<file path="config.mk">
export PLATFORM = sky130hd
export DESIGN_NAME = lsu_data_port
export DESIGN_NICKNAME = d
export VERILOG_FILES = /design/src/rtl/lsu_data_port.sv
export SDC_FILE = /design/constraint.sdc
export NUM_CORES = 1
export LEC_CHECK = 0
export ABC_CLOCK_PERIOD_IN_PS = 5320
export CAP_MARGIN = 20
export CELL_PAD_IN_SITES_DETAIL_PLACEMENT = 0
export CELL_PAD_IN_SITES_GLOBAL_PLACEMENT = 2
export CORE_ASPECT_RATIO = 1.25
export CORE_MARGIN = 2
export CORE_UTILIZATION = 24
export CTS_BUF_LIST = sky130_fd_sc_hd__clkbuf_4 sky130_fd_sc_hd__clkbuf_8
export CTS_CLUSTER_DIAMETER = 120
export DETAILED_ROUTE_END_ITERATION = 8
export GPL_ROUTABILITY_DRIVEN = 1
export PLACE_DENSITY = 0.95
export RECOVER_POWER = 25
export SLEW_MARGIN = 5
export SYNTH_ARGS = -nofsm -noshare
export SYNTH_HDL_FRONTEND = slang
export SYNTH_SLANG_ARGS = --single-unit
</file>
<file path="constraint.sdc">
create_clock -name clk -period 5.32 [get_ports clk]
set_input_delay 0.532 -clock clk [delete_from_list [all_inputs] [get_ports clk]]
set_output_delay 0.532 -clock clk [all_outputs]
set_load 0.05 [all_outputs]
</file>
<file path="src/rtl/lsu_data_port.sv">
// Load/store data port for the memory stage.
// Issues aligned valid/ready memory requests with byte enables and
// lane-shifted store data, remembers outstanding loads in a small pending
// FIFO, and returns aligned, extended load results one cycle after each
// in-order read response.
//
// Handshake: a request transfers on a cycle where mem_req_valid and
// mem_req_ready are both high. mem_req_valid never depends on
// mem_req_ready. While stalled, the pipeline holds every cmd_* field stable,
// so the request stays stable until it is accepted.
module lsu_data_port #(
  parameter int DATA_W     = 32,
  parameter int ADDR_W     = 32,
  parameter int PEND_DEPTH = 2
) (
  input  logic                clk,
  input  logic                rst,
  input  logic                cmd_valid_Q103H,
  input  logic                cmd_rd_en_Q103H,
  input  logic                cmd_wr_en_Q103H,
  input  logic [1:0]          cmd_size_Q103H,
  input  logic                cmd_unsigned_Q103H,
  input  logic [ADDR_W-1:0]   cmd_addr_Q103H,
  input  logic [DATA_W-1:0]   cmd_wr_data_Q103H,
  input  logic [4:0]          cmd_rd_Q103H,
  output logic                stall_Q103H,
  output logic                misalign_Q103H,
  output logic                mem_req_valid,
  input  logic                mem_req_ready,
  output logic [ADDR_W-1:0]   mem_req_addr,
  output logic [DATA_W-1:0]   mem_req_wr_data,
  output logic [DATA_W/8-1:0] mem_req_byte_en,
  output logic                mem_req_wr_en,
  output logic                mem_req_rd_en,
  input  logic                mem_rsp_valid,
  input  logic [DATA_W-1:0]   mem_rsp_data,
  output logic                ld_valid_Q104H,
  output logic [DATA_W-1:0]   ld_data_Q104H,
  output logic [4:0]          ld_rd_Q104H,
  output logic                rsp_unexpected
);

  localparam int NB    = DATA_W / 8;
  localparam int OFF_W = $clog2(NB);
  localparam int PTR_W = (PEND_DEPTH > 1) ? $clog2(PEND_DEPTH) : 1;
  localparam int CNT_W = $clog2(PEND_DEPTH + 1);

  logic [OFF_W-1:0] off;
  logic [OFF_W-1:0] align_mask;
  logic             size_bad;
  logic             misaligned;
  logic             cmd_mem;
  logic             fifo_full;
  logic             fifo_empty;
  logic             accept;
  logic             push;
  logic             pop;
  logic [NB-1:0]    byte_en_c;

  // Pending load FIFO: one entry per accepted load, popped per response.
  logic [OFF_W-1:0] fifo_off  [PEND_DEPTH];
  logic [1:0]       fifo_size [PEND_DEPTH];
  logic             fifo_uns  [PEND_DEPTH];
  logic [4:0]       fifo_rd   [PEND_DEPTH];
  logic [PTR_W-1:0] wr_ptr;
  logic [PTR_W-1:0] rd_ptr;
  logic [CNT_W-1:0] count;

  logic [OFF_W-1:0]  head_off;
  logic [1:0]        head_size;
  logic              head_uns;
  logic [4:0]        head_rd;
  logic [DATA_W-1:0] shifted;
  logic [DATA_W-1:0] ext_data;

  assign off = cmd_addr_Q103H[OFF_W-1:0];

  // Pointer advance that wraps at PEND_DEPTH.
  function automatic logic [PTR_W-1:0] ptr_inc(input logic [PTR_W-1:0] p);
    return (p == PTR_W'(PEND_DEPTH - 1)) ? '0 : p + PTR_W'(1);
  endfunction

  // Alignment check: the offset must be a multiple of the access size;
  // doubles exist only on a 64-bit bus, and load+store at once is illegal.
  always_comb begin
    align_mask = '0;
    size_bad   = 1'b0;
    case (cmd_size_Q103H)
      2'd0: align_mask = '0;
      2'd1: align_mask = OFF_W'(1);
      2'd2: align_mask = OFF_W'(3);
      default: begin
        align_mask = OFF_W'(7);
        size_bad   = (DATA_W != 64);
      end
    endcase
    misaligned = size_bad || ((off & align_mask) != '0) ||
                 (cmd_rd_en_Q103H && cmd_wr_en_Q103H);
  end

  assign cmd_mem    = cmd_valid_Q103H && (cmd_rd_en_Q103H || cmd_wr_en_Q103H);
  assign fifo_full  = (count == CNT_W'(PEND_DEPTH));
  assign fifo_empty = (count == '0);

  // A full FIFO blocks loads even if a response pops in the same cycle.
  assign mem_req_valid  = cmd_mem && !misaligned && !(cmd_rd_en_Q103H && fifo_full);
  assign accept         = mem_req_valid && mem_req_ready;
  assign stall_Q103H    = cmd_mem && !misaligned && !accept;
  assign misalign_Q103H = cmd_mem && misaligned;
  assign push           = accept && cmd_rd_en_Q103H;
  assign pop            = mem_rsp_valid && !fifo_empty;

  // Byte enables: 2^size consecutive lanes starting at the byte offset.
  always_comb begin
    int nbytes;
    nbytes    = 1 << cmd_size_Q103H;
    byte_en_c = '0;
    for (int i = 0; i < NB; i++) begin
      if ((i >= int'(off)) && (i < int'(off) + nbytes)) begin
        byte_en_c[i] = 1'b1;
      end
    end
  end

  // Request fields read zero when no command is present.
  always_comb begin
    mem_req_addr    = '0;
    mem_req_wr_data = '0;
    mem_req_byte_en = '0;
    mem_req_wr_en   = 1'b0;
    mem_req_rd_en   = 1'b0;
    if (cmd_valid_Q103H) begin
      mem_req_addr    = {cmd_addr_Q103H[ADDR_W-1:OFF_W], {OFF_W{1'b0}}};
      mem_req_wr_data = cmd_wr_data_Q103H << {off, 3'b000};
      mem_req_byte_en = byte_en_c;
      mem_req_wr_en   = cmd_wr_en_Q103H;
      mem_req_rd_en   = cmd_rd_en_Q103H;
    end
  end

  // FIFO storage writes; contents are only meaningful below count.
  always_ff @(posedge clk) begin
    if (push) begin
      fifo_off[wr_ptr]  <= off;
      fifo_size[wr_ptr] <= cmd_size_Q103H;
      fifo_uns[wr_ptr]  <= cmd_unsigned_Q103H;
      fifo_rd[wr_ptr]   <= cmd_rd_Q103H;
    end
  end

  assign head_off  = fifo_off[rd_ptr];
  assign head_size = fifo_size[rd_ptr];
  assign head_uns  = fifo_uns[rd_ptr];
  assign head_rd   = fifo_rd[rd_ptr];

  // Load alignment and extension for the FIFO head.
  always_comb begin
    int   nbits;
    logic sign_bit;
    nbits    = 8 << head_size;
    shifted  = mem_rsp_data >> {head_off, 3'b000};
    sign_bit = 1'b0;
    for (int i = 0; i < DATA_W; i++) begin
      if (i == nbits - 1) sign_bit = shifted[i] && !head_uns;
    end
    ext_data = shifted;
    for (int i = 0; i < DATA_W; i++) begin
      if (i >= nbits) ext_data[i] = sign_bit;
    end
  end

  // FIFO pointers/count, registered load results and the sticky error flag.
  always_ff @(posedge clk or posedge rst) begin
    if (rst) begin
      wr_ptr         <= '0;
      rd_ptr         <= '0;
      count          <= '0;
      ld_valid_Q104H <= 1'b0;
      ld_data_Q104H  <= '0;
      ld_rd_Q104H    <= '0;
      rsp_unexpected <= 1'b0;
    end else begin
      if (push) wr_ptr <= ptr_inc(wr_ptr);
      if (pop)  rd_ptr <= ptr_inc(rd_ptr);
      case ({push, pop})
        2'b10:   count <= count + CNT_W'(1);
        2'b01:   count <= count - CNT_W'(1);
        default: count <= count;
      endcase
      ld_valid_Q104H <= pop;
      if (pop) begin
        ld_data_Q104H <= ext_data;
        ld_rd_Q104H   <= head_rd;
      end
      if (mem_rsp_valid && fifo_empty) rsp_unexpected <= 1'b1;
    end
  end

endmodule

</file>
==> run metrics <==
status complete, but fails checks; failing checks capacitance limit, slew limit; Clk Latency, worst-skew pair 0.35 ns; IO Port Bufs 220; Req. time, crit path 4.79 ns; commonest non-fill, non-tap cell in the layout clkdlybuf4s50_1; Worst path max stage delay 0.69 ns; commonest cells after routing, fill and taps aside 209 x clkdlybuf4s50_1, 43 x nor2_1, 43 x dfrtp_1; ys async rst share 68.3%; Critical Path End Type output port; Final Setup Violations 0; Cell variety after synth 44; gp weighted congestion 0.866; postcts setup bufs 0; Slew Viols, Final 37; Initial Utilization 24.3%; Pwr Density 412 nW/um^2; GRT Util Overall 17.7%; Die ar. 17300 um^2; total clock sinks 63; RSZ-0062 raised after global routing false; period utilization 77.3%; Final Core Density 40.5%; Avg Inst Size Synth 9.90 um^2; vias in the first global route 4225; YS warnings 0; initial antenna violation count 0; Post-CTS Hold Fix Bufs 0; startpoint types input pin; pin count of the biggest net entering global routing 48; CTS max path bufs 2; CP Max Fanout 6; Total Routed Length 15.4 mm; slowest cell on the critical path clkdlybuf4s50_1; Hold Violations, Final 0; fin crit period 4.11 ns; leakage 2.56 nW; Buffers & Inverters on Critical Path 4; gr ovfl total 0; first-pass GRT wire length 23.6 mm; die width 118 um; Final #Nets 723; Clock transition at path regs 0.07 ns; DRC errors left 0; layout cells sized above 1 6.71%; DR vias 4014; row count 52; Max IR drop VDD 0.000144 V; Post-Synthesis Cells 395; H-tree levels 3; max_cap viols 1; Syn Std Cell Area 3910 um^2; setup TNS 0 ns; CTS root buffer clkbuf_8; Initial DRT Pass Iterations 4; worst-margin pin slew 2.09 ns; top cell family by delay on the critical path buffers and inverters; Iteration-0 DRC Markers 362; Vias per Instance 4.85; Post-synth EDFFs 20; f_max 243 MHz; DP HPWL 12.2 mm; CTS tree done; r2r worst-path depth 5; Synth Flop Type dfrtp_1; Core Area 16100 um^2; CTS resizes 0; Area growth syn-to-layout 66.3%; clk_skew 0.0128 ns; total CTS buffers 9; CP most frequent cell inv_1; worst-path cell chain dlygate4sd3_1 > or2_2 > inv_1 > ha_1 > inv_1 > fa_1 > a2111oi_0 > mux2_2 > o21ai_0 > and3_1 > clkdlybuf4s50_1; drt wl/cell 18.7 um; Hold Crit Class flip-flop to flip-flop; CP Data Arrival Time 3.58 ns; Hold Path Depth 1; CP Class input pin to output port; Routed Antenna Nets 0; Yosys reg bits 63; Die H 147 um; register area share after synthesis 42.9%; Max-slew headroom -39.1%; I/O pins 223; Worst path depth 11
[metal layers]
layer	track usage, %	part of all wire [%]	vias up
li1	-	-	1841
met1	21.4	40	1916
met2	29.4	47	236
met3	5.24	10	21
met4	7.35	2.2	0
met5	0	0	-
[worst reg2reg max path: stages, from the launching register on]
cell	delay (ns)
dfrtp_1	0.82
mux2_4	0.54
mux2_4	0.36
o22a_1	0.23
o2111a_2	0.26
a221o_1	0.32
[synthesized netlist by cell type, drive strengths merged, types with 2 or more instances]
| master | count | share of area (%) |
|---|---|---|
| dfrtp | 43 | 28 |
| nor2 | 43 | 4.1 |
| and2 | 42 | 6.7 |
| mux2i | 33 | 8.5 |
| a211oi | 28 | 5.4 |
| nand2 | 23 | 2.2 |
| a21oi | 20 | 2.6 |
| clkbuf | 20 | 1.9 |
| edfxtp | 20 | 15 |
| a221o | 16 | 4.1 |
| nor2b | 16 | 2.6 |
| mux2 | 12 | 3.6 |
| o21ai | 12 | 1.5 |
| inv | 9 | 0.86 |
| o2bb2ai | 8 | 1.8 |
| a21o | 7 | 1.3 |
| buf | 7 | 1.3 |
| ha | 5 | 1.6 |
| nand2b | 3 | 0.48 |
| o22a | 3 | 0.67 |
| xnor2 | 3 | 0.67 |
| conb | 2 | 0.19 |
| nand3 | 2 | 0.26 |
| nor3 | 2 | 0.26 |
| xor2 | 2 | 0.45 |
[final timing paths]
check	startpoint	end	slack, ns
max in group asynchronous	rst	count[1]	2.49
hold reg to reg	ld_data_Q104H[2]	ld_data_Q104H[2]	0.48
hold / removal	ld_data_Q104H[2]	ld_data_Q104H[2]	0.48
setup / recovery	cmd_size_Q103H[1]	mem_req_byte_en[2]	1.21
min in group asynchronous	rst	ld_rd_Q104H[3]	0.56
setup reg to reg	rd_ptr	ld_data_Q104H[29]	2.66
[power breakdown]
part / switching (mW) / leakage (nW) / total, mW / internal, mW
sequential: 0.119 / 0.709 / 0.765 / 0.646
combinational: 0.937 / 1.76 / 1.50 / 0.559
clock: 0.194 / 0.0964 / 0.420 / 0.227
total: 1.25 / 2.56 / 2.68 / 1.43
[stage by stage]
stage | hold slack, ns | setup WS (ns) | instances | power [mW] | area (um^2)
after floorplan | 0.456 | 1.97 | 397 | 1.74 | 3920
after global placement | 0.443 | 1.36 | 810 | 2.25 | 6300
after detailed placement | 0.466 | 1.30 | 810 | 2.28 | 6300
after CTS | 0.482 | 1.29 | 826 | 2.71 | 6500
after global routing | 0.490 | 1.07 | 827 | 2.81 | 6500
final | 0.479 | 1.21 | 828 | 2.68 | 6500
[final cells by class]
| cell class | count | area, um^2 |
|---|---|---|
| timing repair buffer | 225 | 2230 |
| multi-input combinational | 297 | 2090 |
| tap | 216 | 270 |
| clock inverter | 5 | 58.8 |
| inverter | 10 | 37.5 |
| clock buffer | 11 | 139 |
| fill | 1622 | 9570 |
| antenna | 1 | 2.50 |
| sequential | 63 | 1680 |
[cell families (layout without fill, tap and decap cells)]
family | after synthesis | after routing | synth area share (%)
AO/OA/AOI/OAI | 101 | 101 | 19.4
XOR/XNOR | 5 | 5 | 1.12
adder cells (fa/ha/maj) | 6 | 6 | 2.11
buffers and inverters | 37 | 251 | 4.22
flip-flops | 63 | 63 | 42.9
multiplexers | 46 | 46 | 12.8
other | 2 | 5 | 0.192
AND/OR/NAND/NOR | 135 | 135 | 17.3
[sequential cells by signal (all words and copies together) (netlist names)]
name	cells
fifo_size	4
ld_valid_Q104H	1
rsp_unexpected	1
rd_ptr	1
fifo_uns	2
fifo_rd	10
ld_data_Q104H	32
count	2
ld_rd_Q104H	5
wr_ptr	1
fifo_off	4
(Power assumes the default switching activity.)
